==> config.mk <==
export PLATFORM = sky130hd
export DESIGN_NAME = ft245_cmd_rx
export DESIGN_NICKNAME = d
export VERILOG_FILES = /design/src/rtl/ft245_cmd_rx.sv
export SDC_FILE = /design/constraint.sdc
export NUM_CORES = 1
export LEC_CHECK = 0
export CAP_MARGIN = 30
export CELL_PAD_IN_SITES_DETAIL_PLACEMENT = 0
export CELL_PAD_IN_SITES_GLOBAL_PLACEMENT = 1
export CORE_ASPECT_RATIO = 1.2
export CORE_MARGIN = 4
export CORE_UTILIZATION = 47
export DETAILED_ROUTE_END_ITERATION = 8
export PLACE_DENSITY_LB_ADDON = 0.1
export SLEW_MARGIN = 20
export SYNTH_ARGS = -nofsm -noshare
export SYNTH_HDL_FRONTEND = slang
export SYNTH_SLANG_ARGS = --single-unit
==> constraint.sdc <==
create_clock -name CLK -period 2.4 [get_ports CLK]
set_input_delay 0.24 -clock CLK [delete_from_list [all_inputs] [get_ports CLK]]
set_output_delay 0.24 -clock CLK [all_outputs]
set_load 0.02 [all_outputs]
==> src/rtl/ft245_cmd_rx.sv <==
// FT245 host-to-FPGA receive path: fetches bytes with the RXF#/RD# handshake,
// deframes 7-byte command packets and offers a checksummed command word.
module ft245_cmd_rx #(
    parameter int          RD_LOW_CYC   = 5,
    parameter int          RD_HIGH_CYC  = 11,
    parameter int          BYTE_TIMEOUT = 800000,
    parameter logic [7:0]  SYNC_BYTE    = 8'hA5
) (
    input  logic        CLK,
    input  logic        RST,
    input  logic        RXF,
    input  logic [7:0]  DATA_IN,
    input  logic        BUS_EN,
    output logic        RD,
    output logic        RD_BUSY,
    output logic        CMD_VALID,
    input  logic        CMD_READY,
    output logic [1:0]  CMD_TGT,
    output logic [31:0] CMD_DATA,
    output logic        ERR_CSUM,
    output logic        ERR_TIMEOUT,
    output logic [1:0]  dbg_state
);

    // Handshake: a command transfers on any clock where CMD_VALID and CMD_READY
    // are both high; CMD_TGT/CMD_DATA hold steady while CMD_VALID waits.

    localparam int CMAX = (RD_LOW_CYC > RD_HIGH_CYC) ? RD_LOW_CYC : RD_HIGH_CYC;
    localparam int CW   = $clog2(CMAX + 1);
    localparam int TW   = $clog2(BYTE_TIMEOUT + 1);

    typedef enum logic [1:0] {
        S_IDLE    = 2'd0,
        S_RD_LOW  = 2'd1,
        S_RD_HIGH = 2'd2,
        S_DELIVER = 2'd3
    } state_t;

    state_t         state;
    logic           rxf_meta;
    logic           rxf_s;
    logic [CW-1:0]  cyc;
    logic [TW-1:0]  to_cnt;
    logic [2:0]     idx;
    logic [7:0]     rx_byte;
    logic [7:0]     hdr;
    logic [7:0]     xacc;
    logic [31:0]    payload;
    logic           frame_ok;

    assign dbg_state = state;

    // Checksum byte matches and the target is not the reserved code.
    assign frame_ok = (idx == 3'd6) && (rx_byte == xacc) && (hdr[1:0] != 2'd3);

    always_ff @(posedge CLK or negedge RST) begin
        if (!RST) begin
            rxf_meta <= 1'b1;
            rxf_s    <= 1'b1;
        end else begin
            rxf_meta <= RXF;
            rxf_s    <= rxf_meta;
        end
    end

    always_ff @(posedge CLK or negedge RST) begin
        if (!RST) begin
            state       <= S_IDLE;
            RD          <= 1'b1;
            RD_BUSY     <= 1'b0;
            CMD_VALID   <= 1'b0;
            CMD_TGT     <= 2'd0;
            CMD_DATA    <= 32'd0;
            ERR_CSUM    <= 1'b0;
            ERR_TIMEOUT <= 1'b0;
            cyc         <= '0;
            to_cnt      <= '0;
            idx         <= 3'd0;
            rx_byte     <= 8'd0;
            hdr         <= 8'd0;
            xacc        <= 8'd0;
            payload     <= 32'd0;
        end else begin
            ERR_CSUM    <= 1'b0;
            ERR_TIMEOUT <= 1'b0;
            if (CMD_VALID && CMD_READY)
                CMD_VALID <= 1'b0;

            case (state)
                S_IDLE: begin
                    // Inter-byte timeout only counts while a frame is open.
                    if (idx != 3'd0) begin
                        if (to_cnt == TW'(BYTE_TIMEOUT - 1)) begin
                            ERR_TIMEOUT <= 1'b1;
                            idx         <= 3'd0;
                            to_cnt      <= TW'(BYTE_TIMEOUT);
                        end else if (to_cnt < TW'(BYTE_TIMEOUT - 1)) begin
                            to_cnt <= to_cnt + 1'b1;
                        end
                    end
                    if (!rxf_s && BUS_EN) begin
                        state   <= S_RD_LOW;
                        RD      <= 1'b0;
                        RD_BUSY <= 1'b1;
                        cyc     <= '0;
                    end
                end

                S_RD_LOW: begin
                    if (cyc == CW'(RD_LOW_CYC - 1)) begin
                        rx_byte <= DATA_IN;
                        RD      <= 1'b1;
                        cyc     <= '0;
                        state   <= S_RD_HIGH;
                    end else begin
                        cyc <= cyc + 1'b1;
                    end
                end

                S_RD_HIGH: begin
                    if (cyc == '0) begin
                        to_cnt <= '0;
                        case (idx)
                            3'd0: if (rx_byte == SYNC_BYTE) idx <= 3'd1;
                            3'd1: begin
                                hdr  <= rx_byte;
                                xacc <= rx_byte;
                                idx  <= 3'd2;
                            end
                            3'd6: begin
                                if (frame_ok) begin
                                    CMD_TGT   <= hdr[1:0];
                                    CMD_DATA  <= payload;
                                    CMD_VALID <= 1'b1;
                                end else begin
                                    ERR_CSUM <= 1'b1;
                                end
                                idx <= 3'd0;
                            end
                            default: begin
                                payload <= {payload[23:0], rx_byte};
                                xacc    <= xacc ^ rx_byte;
                                idx     <= idx + 3'd1;
                            end
                        endcase
                    end
                    if (cyc == CW'(RD_HIGH_CYC - 1)) begin
                        RD_BUSY <= 1'b0;
                        cyc     <= '0;
                        // Park in DELIVER while a command is still unaccepted.
                        if ((cyc == '0 && frame_ok) || (CMD_VALID && !CMD_READY))
                            state <= S_DELIVER;
                        else
                            state <= S_IDLE;
                    end else begin
                        cyc <= cyc + 1'b1;
                    end
                end

                S_DELIVER: begin
                    if (CMD_READY)
                        state <= S_IDLE;
                end

                default: state <= S_IDLE;
            endcase
        end
    end

endmodule

==> summary.txt <==
Routing
  • Routed length on met3: 370 um
  • Per-cell via count in the routed design: 5.471
  • Wl on met1: 5174 um
  • Post-route ant nets: 0
  • Total iterations of the first detailed-routing run: 4
  • DRT iter0 DRCs: 171
  • Detail Route met2 WL: 6014 um
  • Total detailed-routing wirelength: 11,800 um
  • Highest metal layer with signal wires: met4
  • Detail-routed net length per standard cell: 16.41 um
  • DRC violation count after routing: 0
  • Vias: 3,934

Global routing
  • Tot GR Track Use: 18.00%
  • Number of global-route vias before repair: 3,916
  • Wire length of the first global-routing pass: 19,920 um
  • Initial antenna violation count: 0
  • Total congestion overflow after global routing: 0
  • Pin count of the biggest net entering global routing: 51

Die
  • Starting density of the core: 48.00%
  • Standard cell core area: 12,110 um2
  • Number of top-level pins: 54
  • Die area: 14,220 um2
  • Row count: 44
  • Chip height: 129.8 um
  • DIE WIDTH: 109.5 um

Timing
  • Final setup fails: 0
  • Max-slew headroom at the worst pin: 52.99%
  • Worst clock skew: 0.01498 ns
  • Max Fclk: 456.3 MHz
  • Setup ws final: 0.2085 ns
  • Time the worst path needs with I/O delays and setup: 2.191 ns
  • Setup repair after global routing missed its margin: no
  • Transition time of the tightest slew-check pin: 0.7051 ns
  • Total Negative Setup Slacks: 0 ns
  • Number of hold-slack violations in the final timing report: 0
  • Number of slew-limit violations in the final report: 0
  • Share of the cycle needed by the critical path after routing: 91.31%

Worst hold path
  • Worst min-delay path class: primary input to flop
  • Critical hold path startpoint: RXF

Synthesis
  • Synth top area share: 50.37%
  • Synth Register Bits: 120
  • Unique cell type count in the Yosys netlist: 53
  • Ranking of synthesized cells by instance count: dfrtp_1, mux2_4, o21ai_0, nand2_1, a21oi_1
  • Dominant register cell in the synthesized netlist: dfrtp_1
  • Most common cell in the netlist: dfrtp_1
  • Count of mapped cells out of synthesis: 467
  • Synth warn: 0
  • Main area contributors after synthesis: dfrtp_1, mux2_4, mux2_2
  • Synth Area per Inst: 12.45 um2
  • Netlist area before placement: 5813 um2
  • Sequential cell area fraction in the yosys report: 51.72%
  • Leading area contributor after synthesis: dfrtp_1
  • Net count after synthesis: 492
  • Number of enable flip-flop cells after synthesis: 0
  • Proportion of synthesized flip-flops having asynchronous set or reset: 100.0%

CTS
  • Maximum level of the CTS H-tree: 4
  • TritonCTS clock tree: done
  • Number of buffers on the longest clock path: 2
  • Source-to-sink clock delay at the later pin of the worst-skew pair: 0.41 ns
  • Buffer cell driving the clock tree root: clkbuf_16
  • TritonCTS Buffers: 17
  • Clock sink count: 120
  • Worst-path clk slew: 0.06 ns
  • Number of setup buffers added after CTS: 0

Layout
  • Final Instance Area: 7254 um2
  • Share of post-route cells with drive strength above 1: 26.70%
  • Area of combinational cells with multiple inputs: 2615 um2
  • Final layout net count: 570
  • Fillers: 977
  • Antenna diode count: 0
  • Layout area overhead: 24.80%
  • Footprint of the flip-flops and latches: 3007 um2

Critical path
  • Endpoint required time on the critical path: 2.68 ns
  • Startpoint type of the worst setup path: flop
  • Crit. End Element: flop
  • Kind of critical path: flop to flop
  • Launch point of the critical path: cyc[0]$_DFFE_PN0P_
  • Worst-path fanout max: 32
  • Beginning of the worst register-to-register path: cyc[0]$_DFFE_PN0P_
  • Critical path data arrival time: 2.48 ns

Pwr
  • Internal power consumption: 5.251 mW
  • Leakage power of the design: 3.456 nW
  • Switching share of power: 34.25%
  • Relative contribution of the clock network to total power: 31.8%
  • Portion of total power attributed to combinational logic: 31.2%
  • Total power of the final layout: 7.987 mW
  • Sequential fraction of design power: 37.0%
  • Total power divided by cell area: 1101 nW/um2
  • Sw Pwr: 2.736 mW
  • Max IR drop VDD: 0.0005061 V

Placed design
  • DP Worst Slack: 0.1068 ns
  • IO Port Bufs: 53
  • RD Place Congestion: 0.8761
  • Detailed-placement wirelength estimate: 8336 um
  • Total cell area at the placement stage: 6651 um2

Status
  • Outcome: finished clean

Run
  • Max-cap check violation count: 0
[through the flow]
step / hold slack (ns) / utilization [%] / cells
after floorplan: -0.05559 / - / 467
after global placement: 0.3317 / 54.92 / 686
final: 0.2410 / 59.90 / 719
after CTS: 0.2298 / 59.89 / 719
after detailed placement: 0.3349 / 54.92 / 686
after global routing: 0.2443 / 59.90 / 719
[critical path: stages (launching register included)]
cell and delay (ns):
dfrtp_1 0.42, inv_1 0.10, ha_1 0.21, or3b_4 0.43, nor2_4 0.09, and3_1 0.22, nand2_4 0.07, buf_12 0.19
mux2_4 0.32
[power by group through the flow]
stage	clock (mW)	combinational (mW)	sequential, mW
6_report	2.54	2.49	2.96
5_1_grt	2.68	2.78	3.03
4_1_cts	2.59	2.51	2.97
3_5_place_dp	0	2.49	2.99
3_3_place_gp	0	2.43	2.96
2_1_floorplan	0	1.81	2.88
[what timing repair did]
| item | 4_1_cts | 5_1_grt |
|---|---|---|
| endpoints found under the setup margin | 0 | 26 |
| hold endpoints to repair | 45 | 0 |
| hold buffers | 1 | 0 |
| gates resized for setup | 0 | 1 |
[path summary, 6_finish.rpt]
| kind | depth (start not counted) | to | slack, ns |
|---|---|---|---|
| setup / recovery | 8 | payload[22]$_DFFE_PN0P_ | 0.21 |
| hold / removal | 1 | rxf_meta$_DFF_PN1_ | 0.24 |
| setup reg to reg | 8 | payload[22]$_DFFE_PN0P_ | 0.21 |
| hold reg to reg | 0 | rxf_s$_DFF_PN1_ | 0.36 |
| max in group asynchronous | 3 | RD$_DFFE_PN1P_ | 1.28 |
| min in group asynchronous | 2 | ERR_TIMEOUT$_DFF_PN0_ | 0.43 |
[final cells by class]
cell class / instances / area share [%]
multi-input combinational: 312 / 36.05
sequential: 120 / 41.45
inverter: 13 / 0.6726
timing repair buffer: 81 / 10.90
clock buffer: 17 / 5.864
clock inverter: 15 / 2.294
tap: 161 / 2.777
[cell usage in the layout (no fill, tap or decap), types with 3 or more instances in the layout]
cell and instances:
mux2i_1 3, nor4bb_1 3, dfrtp_1 117, mux2_2 17, buf_12 4, inv_6 5
nand3_1 18, o21ai_0 28, and3_1 6, clkdlybuf4s50_1 52, mux2_4 59, a21oi_1 24
dfstp_2 3, a31oi_1 18, inv_1 13, clkbuf_16 17, nor2b_1 8, nand2b_1 9
nand2_1 27, nor2_1 13, clkinv_4 3, a221o_1 5, nor4_1 8, ha_1 12
nor3_1 4, xnor2_1 7, buf_4 24, nand4_1 5
[registers in the layout (all words and copies together) (netlist names)]
register     cells
RD               1
CMD_VALID        1
ERR_TIMEOUT      1
to_cnt          20
RD_BUSY          1
rxf_s            1
dbg_state        2
idx              3
cyc              4
xacc             8
CMD_DATA        32
ERR_CSUM         1
payload         32
rx_byte          8
hdr              2
CMD_TGT          2
rxf_meta         1
[routing by layer]
layer | track usage [%] | up-vias
met1 | 22.53 | 1959
met2 | 30.29 | 85
met5 | 0 | -
met4 | 7.704 | 0
li1 | - | 1867
met3 | 3.563 | 23
[kinds of logic after synthesis]
logic type / count (synthesis) / share of synthesized area (%)
buffers and inverters: 35 / 3.315
AOI/OAI and AO/OA: 92 / 9.815
muxes: 79 / 19.05
and+or+nand+nor: 120 / 12.16
xor gates and xnor gates: 9 / 1.356
adders and majority gates: 12 / 2.583
DFF: 120 / 51.72
No activity file was read; power rests on OpenSTA's default activity.
